==> config.mk <==
export PLATFORM = sky130hd
export DESIGN_NAME = rsp_coef_ahb_slv
export DESIGN_NICKNAME = d
export VERILOG_FILES = /design/src/rtl/rsp_coef_ahb_slv.sv
export SDC_FILE = /design/constraint.sdc
export NUM_CORES = 1
export LEC_CHECK = 0
export BUFFER_PORTS_ARGS = -buffer_cell sky130_fd_sc_hd__buf_2
export CAP_MARGIN = 30
export CORE_MARGIN = 8
export CORE_UTILIZATION = 50
export DETAILED_ROUTE_END_ITERATION = 10
export PLACE_DENSITY_LB_ADDON = 0.12
export SYNTH_ARGS = -nofsm -noshare
export SYNTH_HDL_FRONTEND = slang
export SYNTH_SLANG_ARGS = --single-unit
==> constraint.sdc <==
create_clock -name hclk -period 13.02 [get_ports hclk]
set_input_delay 1.302 -clock hclk [delete_from_list [all_inputs] [get_ports hclk]]
set_output_delay 1.302 -clock hclk [all_outputs]
set_load 0.1 [all_outputs]
==> src/rtl/rsp_coef_ahb_slv.sv <==
// rsp_coef_ahb_slv: AHB-Lite cfg slave capturing twiddle/ET coefficient writes into RAM strobes
module rsp_coef_ahb_slv #(
   parameter int          TW_DEPTH   = 136,
   parameter int          ET_DEPTH   = 32,
   parameter logic [15:0] TW_WIN_OFS = 16'h1400,
   parameter logic [15:0] ET_WIN_OFS = 16'h1800,
   parameter logic [15:0] STAT_OFS   = 16'h1C00,
   parameter logic [15:0] CTRL_OFS   = 16'h1C04,
   localparam int         TW_AW      = $clog2(TW_DEPTH),
   localparam int         ET_AW      = $clog2(ET_DEPTH)
) (
   input  logic             hclk,
   input  logic             hreset,
   input  logic             hsel,
   input  logic             hreadyin,
   input  logic [1:0]       htrans,
   input  logic             hwrite,
   input  logic [31:0]      haddr,
   input  logic [2:0]       hsize,
   input  logic [2:0]       hburst,
   input  logic [31:0]      hwdata,
   output logic [31:0]      hrdata,
   output logic             hready,
   output logic             hresp,
   output logic             o_tw_wr_en,
   output logic [TW_AW-1:0] o_tw_wr_addr,
   output logic [63:0]      o_tw_wr_data,
   output logic             o_et_wr_en,
   output logic [ET_AW-1:0] o_et_wr_addr,
   output logic [31:0]      o_et_wr_data,
   output logic             o_tw_done,
   output logic             o_et_done
);
   localparam int TW_CW = $clog2(TW_DEPTH + 1);
   localparam int ET_CW = $clog2(ET_DEPTH + 1);
   localparam logic [TW_CW-1:0] TW_FULL = TW_CW'(TW_DEPTH);
   localparam logic [ET_CW-1:0] ET_FULL = ET_CW'(ET_DEPTH);
   typedef enum logic [1:0] {S_OKAY, S_ERR1, S_ERR2} state_t;
   state_t           state_q, state_d;
   logic [TW_CW-1:0] tw_cnt, tw_cnt_nxt;
   logic [ET_CW-1:0] et_cnt, et_cnt_nxt;
   logic             half, half_nxt;
   logic [31:0]      hi_word;
   logic             dp_tw, dp_et, dp_ctrl, dp_stat;
   logic             acc, a_tw, a_et, a_stat, a_ctrl, a_err;
   logic             clr_tw, clr_et;
   logic [15:0]      ofs;
   logic             unused;
   assign unused = ^{hburst, haddr[31:16]};
   assign ofs    = haddr[15:0];
   assign acc    = hsel & hreadyin & htrans[1] & hready;
   assign a_tw   = ofs[15:10] == TW_WIN_OFS[15:10];
   assign a_et   = ofs[15:10] == ET_WIN_OFS[15:10];
   assign a_stat = ofs == STAT_OFS;
   assign a_ctrl = ofs == CTRL_OFS;
   // full checks look at next-cycle counts so a write pipelined behind the final entry is refused
   assign a_err  = (hsize != 3'd2) | ~(a_tw | a_et | a_stat | a_ctrl) | (a_stat ? hwrite : ~hwrite) |
                   (a_tw & (tw_cnt_nxt == TW_FULL)) | (a_et & (et_cnt_nxt == ET_FULL));
   assign clr_tw = dp_ctrl & hwdata[0];
   assign clr_et = dp_ctrl & hwdata[1];
   assign o_tw_done = tw_cnt == TW_FULL;
   assign o_et_done = et_cnt == ET_FULL;
   assign hrdata = dp_stat ? {half, o_tw_done, o_et_done, 5'd0, 8'(et_cnt), 16'(tw_cnt)} : 32'd0;
   // next pointer/half values, shared by the register update and the address-phase full check
   always_comb begin
      tw_cnt_nxt = clr_tw ? '0 : (dp_tw & half) ? tw_cnt + 1'b1 : tw_cnt;
      half_nxt   = clr_tw ? 1'b0 : dp_tw ? ~half : half;
      et_cnt_nxt = clr_et ? '0 : dp_et ? et_cnt + 1'b1 : et_cnt;
   end
   // response FSM next state and bus handshake outputs
   always_comb begin
      state_d = state_q;
      hready  = 1'b1;
      hresp   = 1'b0;
      case (state_q)
         S_ERR1: begin
            hready  = 1'b0;
            hresp   = 1'b1;
            state_d = S_ERR2;
         end
         S_ERR2: begin
            hresp   = 1'b1;
            state_d = (acc & a_err) ? S_ERR1 : S_OKAY;
         end
         default: state_d = (acc & a_err) ? S_ERR1 : S_OKAY;
      endcase
   end
   // response state register
   always_ff @(posedge hclk or posedge hreset) begin
      if (hreset) state_q <= S_OKAY;
      else state_q <= state_d;
   end
   // data-phase decode, only legal accepted transfers leave a flag set
   always_ff @(posedge hclk or posedge hreset) begin
      if (hreset) begin
         dp_tw   <= 1'b0;
         dp_et   <= 1'b0;
         dp_ctrl <= 1'b0;
         dp_stat <= 1'b0;
      end else begin
         dp_tw   <= acc & ~a_err & a_tw;
         dp_et   <= acc & ~a_err & a_et;
         dp_ctrl <= acc & ~a_err & a_ctrl;
         dp_stat <= acc & ~a_err & a_stat;
      end
   end
   // fill pointers, pair half flag and held first word
   always_ff @(posedge hclk or posedge hreset) begin
      if (hreset) begin
         tw_cnt  <= '0;
         et_cnt  <= '0;
         half    <= 1'b0;
         hi_word <= 32'd0;
      end else begin
         tw_cnt <= tw_cnt_nxt;
         et_cnt <= et_cnt_nxt;
         half   <= half_nxt;
         if (dp_tw & ~half) hi_word <= hwdata;
      end
   end
   // registered RAM strobes; address/data hold until the next strobe
   always_ff @(posedge hclk or posedge hreset) begin
      if (hreset) begin
         o_tw_wr_en   <= 1'b0;
         o_tw_wr_addr <= '0;
         o_tw_wr_data <= 64'd0;
         o_et_wr_en   <= 1'b0;
         o_et_wr_addr <= '0;
         o_et_wr_data <= 32'd0;
      end else begin
         o_tw_wr_en <= dp_tw & half;
         o_et_wr_en <= dp_et;
         if (dp_tw & half) begin
            o_tw_wr_addr <= TW_AW'(tw_cnt);
            o_tw_wr_data <= {hi_word, hwdata};
         end
         if (dp_et) begin
            o_et_wr_addr <= ET_AW'(et_cnt);
            o_et_wr_data <= hwdata;
         end
      end
   end
endmodule

==> metrics.md <==
| Metric | Value |
|---|---|
| Post-synthesis adder-cell area fraction | 0.9191% |
| Vias in the first global route | 5274 |
| Vias | 4964 |
| Clock Pin Slew Worst Setup and Hold Paths | 0.06 ns |
| Skew-Pair Late Insertion Delay | 0.41 ns |
| Overall routing resource usage | 19.01% |
| Top-count cell post-synth | nand2_1 |
| CTS max path bufs | 2 |
| Area Overhead vs Synth | 22.79% |
| Gpl congestion | 0.8331 |
| Commonest cells in the netlist | nand2_1, dfrtp_1, mux2_2, clkbuf_1, and2_1 |
| Endpoints failing setup | 0 |
| Row Count | 42 |
| CTS Hold Bufs | 0 |
| Clk_skew | 0.006430 ns |
| Final period util | 26.06% |
| Synth area leaders | dfrtp_1, nand2_1, mux2_2 |
| Chip Width | 132.7 um |
| Cell internal pwr | 793.3 uW |
| Port bufs | 188 |
| Crit path DAT | 2.09 ns |
| Total setup buffers inserted after CTS | 0 |
| Starting density of the core | 51.20% |
| Die Area | 17600 um^2 |
| Avg Cell Area, Syn | 10.87 um^2 |
| Hold Path Stages | 2 |
| Area leader, netlist | dfrtp_1 |
| Psw | 243.5 uW |
| Post-Synthesis Cells | 626 |
| Antenna violations before repair | 0 |
| Worst-Margin Slew | 0.9098 ns |
| Worst slew margin | 39.34% |
| Max-cap violations | 0 |
| Num CTS Buffers | 17 |
| Vias per cell | 5.014 |
| Mux contribution to synthesized area | 11.86% |
| Pre-CTS WS | 9.920 ns |
| Slew Viols, Final | 0 |
| Setup_tns | 0 ns |
| Top_reg_cell synth | dfrtp_1 |
| Ports | 224 |
| Fillcell total | 1108 |
| Main combinational cell family by area after synthesis | simple AND/OR/NAND/NOR gates |
| Sw frac | 23.49% |
| Final wirelength | 16.31 mm |
| Final min period | 3.393 ns |
| Clock sink total | 164 |
| Yosys top cell area share | 60.29% |
| Post-Syn Area | 6807 um^2 |
| CP max FO | 10 |
| Drt first-iter violations | 230 |
| Sequential Power Share | 50.1% |
| Max VDD drop | 0.07056 mV |
| Gate power share | 5.7% |
| Clock power frac | 44.2% |
| Post_cts resized | 0 |
| Synthesized flop and latch total | 164 |
| Post-synthesis sequential area ratio | 60.29% |
| Wirelength per Cell | 16.47 um |
| Ant. Diodes | 0 |
| Layout cells sized above 1 | 36.98% |
| Core Box Area | 13300 um^2 |
| Synth Area in Compound Gates | 1.875% |
| Worst setup SP type | flop |
| Min-Delay Path Class | flop to flop |
| Unrepaired setup endpoints after global routing | false |
| Critical Path End Type | output port |
| Grt ovf | 0 |
| Antenna Nets Post-Route | 0 |
| CP required | 11.72 ns |
| TritonRoute pass-1 iters | 6 |
| Total Power | 1037 uW |
| Leakage | 0.004446 uW |
| Die Height | 132.7 um |
| EDFF count, synth | 0 |
| Post-synth cell types | 45 |
| Power Density | 124.0 nW/um^2 |
| First-pass GRT wire length | 27.10 mm |
| Detailed-route DRC error count | 0 |
| Fin. Hold Viols | 0 |
| Largest net degree at the start of global routing | 95 |
| Share of flip-flops with an asynchronous set or reset | 100.0% |
| Final worst slack | 9.627 ns |
| Fmax | 294.7 MHz |
| Post-DP HPWL | 11.13 mm |
| Xor and xnor fraction of the mapped netlist area | 1.673% |
| Reg2Reg Depth | 6 |
| CTS tree | done |
| Status | complete, no violations |
| Number of nets in the layout | 885 |
| YS warnings | 0 |
| Crit Path Category | flop to output port |
| Htree depth | 4 |
| Simple-gate area share of the yosys netlist | 19.03% |
| CTS root buf | clkbuf_16 |
[cells by family (layout without fill, tap and decap cells)]
group	count (synthesis)	count (layout)
and+or+nand+nor	294	294
buffers and inverters	60	234
DFF	164	164
xor gates and xnor gates	13	13
other	1	15
muxes	72	72
AOI/OAI and AO/OA	17	17
adders and majority gates	5	5
[cell type report]
class	count	area, um^2	area share (%)
Inverter	12	50.05	0.5988
Sequential cell	164	4105	49.12
Multi-Input combinational cell	416	2467	29.52
Tap cell	176	220.2	2.635
Timing Repair Buffer	192	983.4	11.77
Clock inverter	10	85.08	1.018
Clock buffer	20	446.7	5.344
[worst max-delay path, stage by stage (launching register included)]
cell	delay (ns)
dfrtp_1	0.50
inv_1	0.13
ha_1	0.17
nand2_1	0.05
nor4_1	0.25
and2_1	0.17
buf_2	0.42
[layer usage]
metal | wire length [um] | GRT usage [%]
met4 | 212 | 7.066
met2 | 7930 | 31.28
met3 | 1356 | 7.494
met1 | 6808 | 22.00
met5 | 0 | 0
[final timing paths]
| path | start | end | slack, ns |
|---|---|---|---|
| worst max-delay path | tw_cnt[0]$_DFF_PP0_ | hrdata[30] | 9.63 |
| worst min-delay path | hi_word[13]$_DFFE_PP0P_ | o_tw_wr_data[45]$_DFFE_PP0P_ | 0.46 |
| worst max register to register | dp_et$_DFF_PP0_ | dp_tw$_DFF_PP0_ | 10.84 |
| worst min register to register | hi_word[13]$_DFFE_PP0P_ | o_tw_wr_data[45]$_DFFE_PP0P_ | 0.46 |
| max in group asynchronous | hreset | dp_et$_DFF_PP0_ | 10.47 |
| min in group asynchronous | hreset | o_et_wr_data[1]$_DFFE_PP0P_ | 1.05 |
[flip-flops by register name, indices dropped and copies added (netlist names), 2 cells and up]
signal and cells:
tw_cnt 8, o_tw_wr_addr 8, o_tw_wr_data 64, hi_word 32
o_et_wr_data 32, et_cnt 6, o_et_wr_addr 5, state_q 2
[per-stage QoR]
stage / util, % / std cells / area (um^2) / hold slack, ns
after detailed placement: 58.71 / 959 / 7806 / 0.4477
after CTS: 62.71 / 989 / 8338 / 0.4647
after floorplan: - / 640 / 6859 / 0.3685
after global routing: 62.86 / 990 / 8358 / 0.4841
final: 62.86 / 990 / 8358 / 0.4637
after global placement: 58.71 / 959 / 7806 / 0.4432
[placed cells by master (no fill, tap or decap), drive strengths merged, types with 2 or more instances in the layout]
| cell | synthesis | final |
|---|---|---|
| a21oi | 4 | 4 |
| and2 | 19 | 19 |
| and3 | 2 | 2 |
| buf | 17 | 192 |
| clkbuf | 31 | 20 |
| clkinv | 0 | 7 |
| conb | 1 | 15 |
| dfrtp | 164 | 164 |
| ha | 5 | 5 |
| inv | 12 | 13 |
| mux2 | 69 | 69 |
| mux2i | 3 | 3 |
| nand2 | 216 | 216 |
| nand2b | 3 | 3 |
| nand3 | 8 | 8 |
| nand4 | 7 | 7 |
| nand4bb | 2 | 2 |
| nor2 | 17 | 17 |
| nor3 | 5 | 5 |
| nor4 | 4 | 4 |
| nor4b | 2 | 2 |
| o21ai | 6 | 6 |
| xnor2 | 4 | 4 |
| xor2 | 9 | 9 |
[power by group through the flow]
stage | Clock (uW) | Combinational (uW) | Sequential [uW]
after global routing | 489 | 64.5 | 520
after CTS | 469 | 60.6 | 519
after global placement | 0 | 59.2 | 528
final | 458 | 59.6 | 519
after detailed placement | 0 | 60.5 | 528
after floorplan | 0 | 40.4 | 533
No activity file was read; power rests on OpenSTA's default activity.
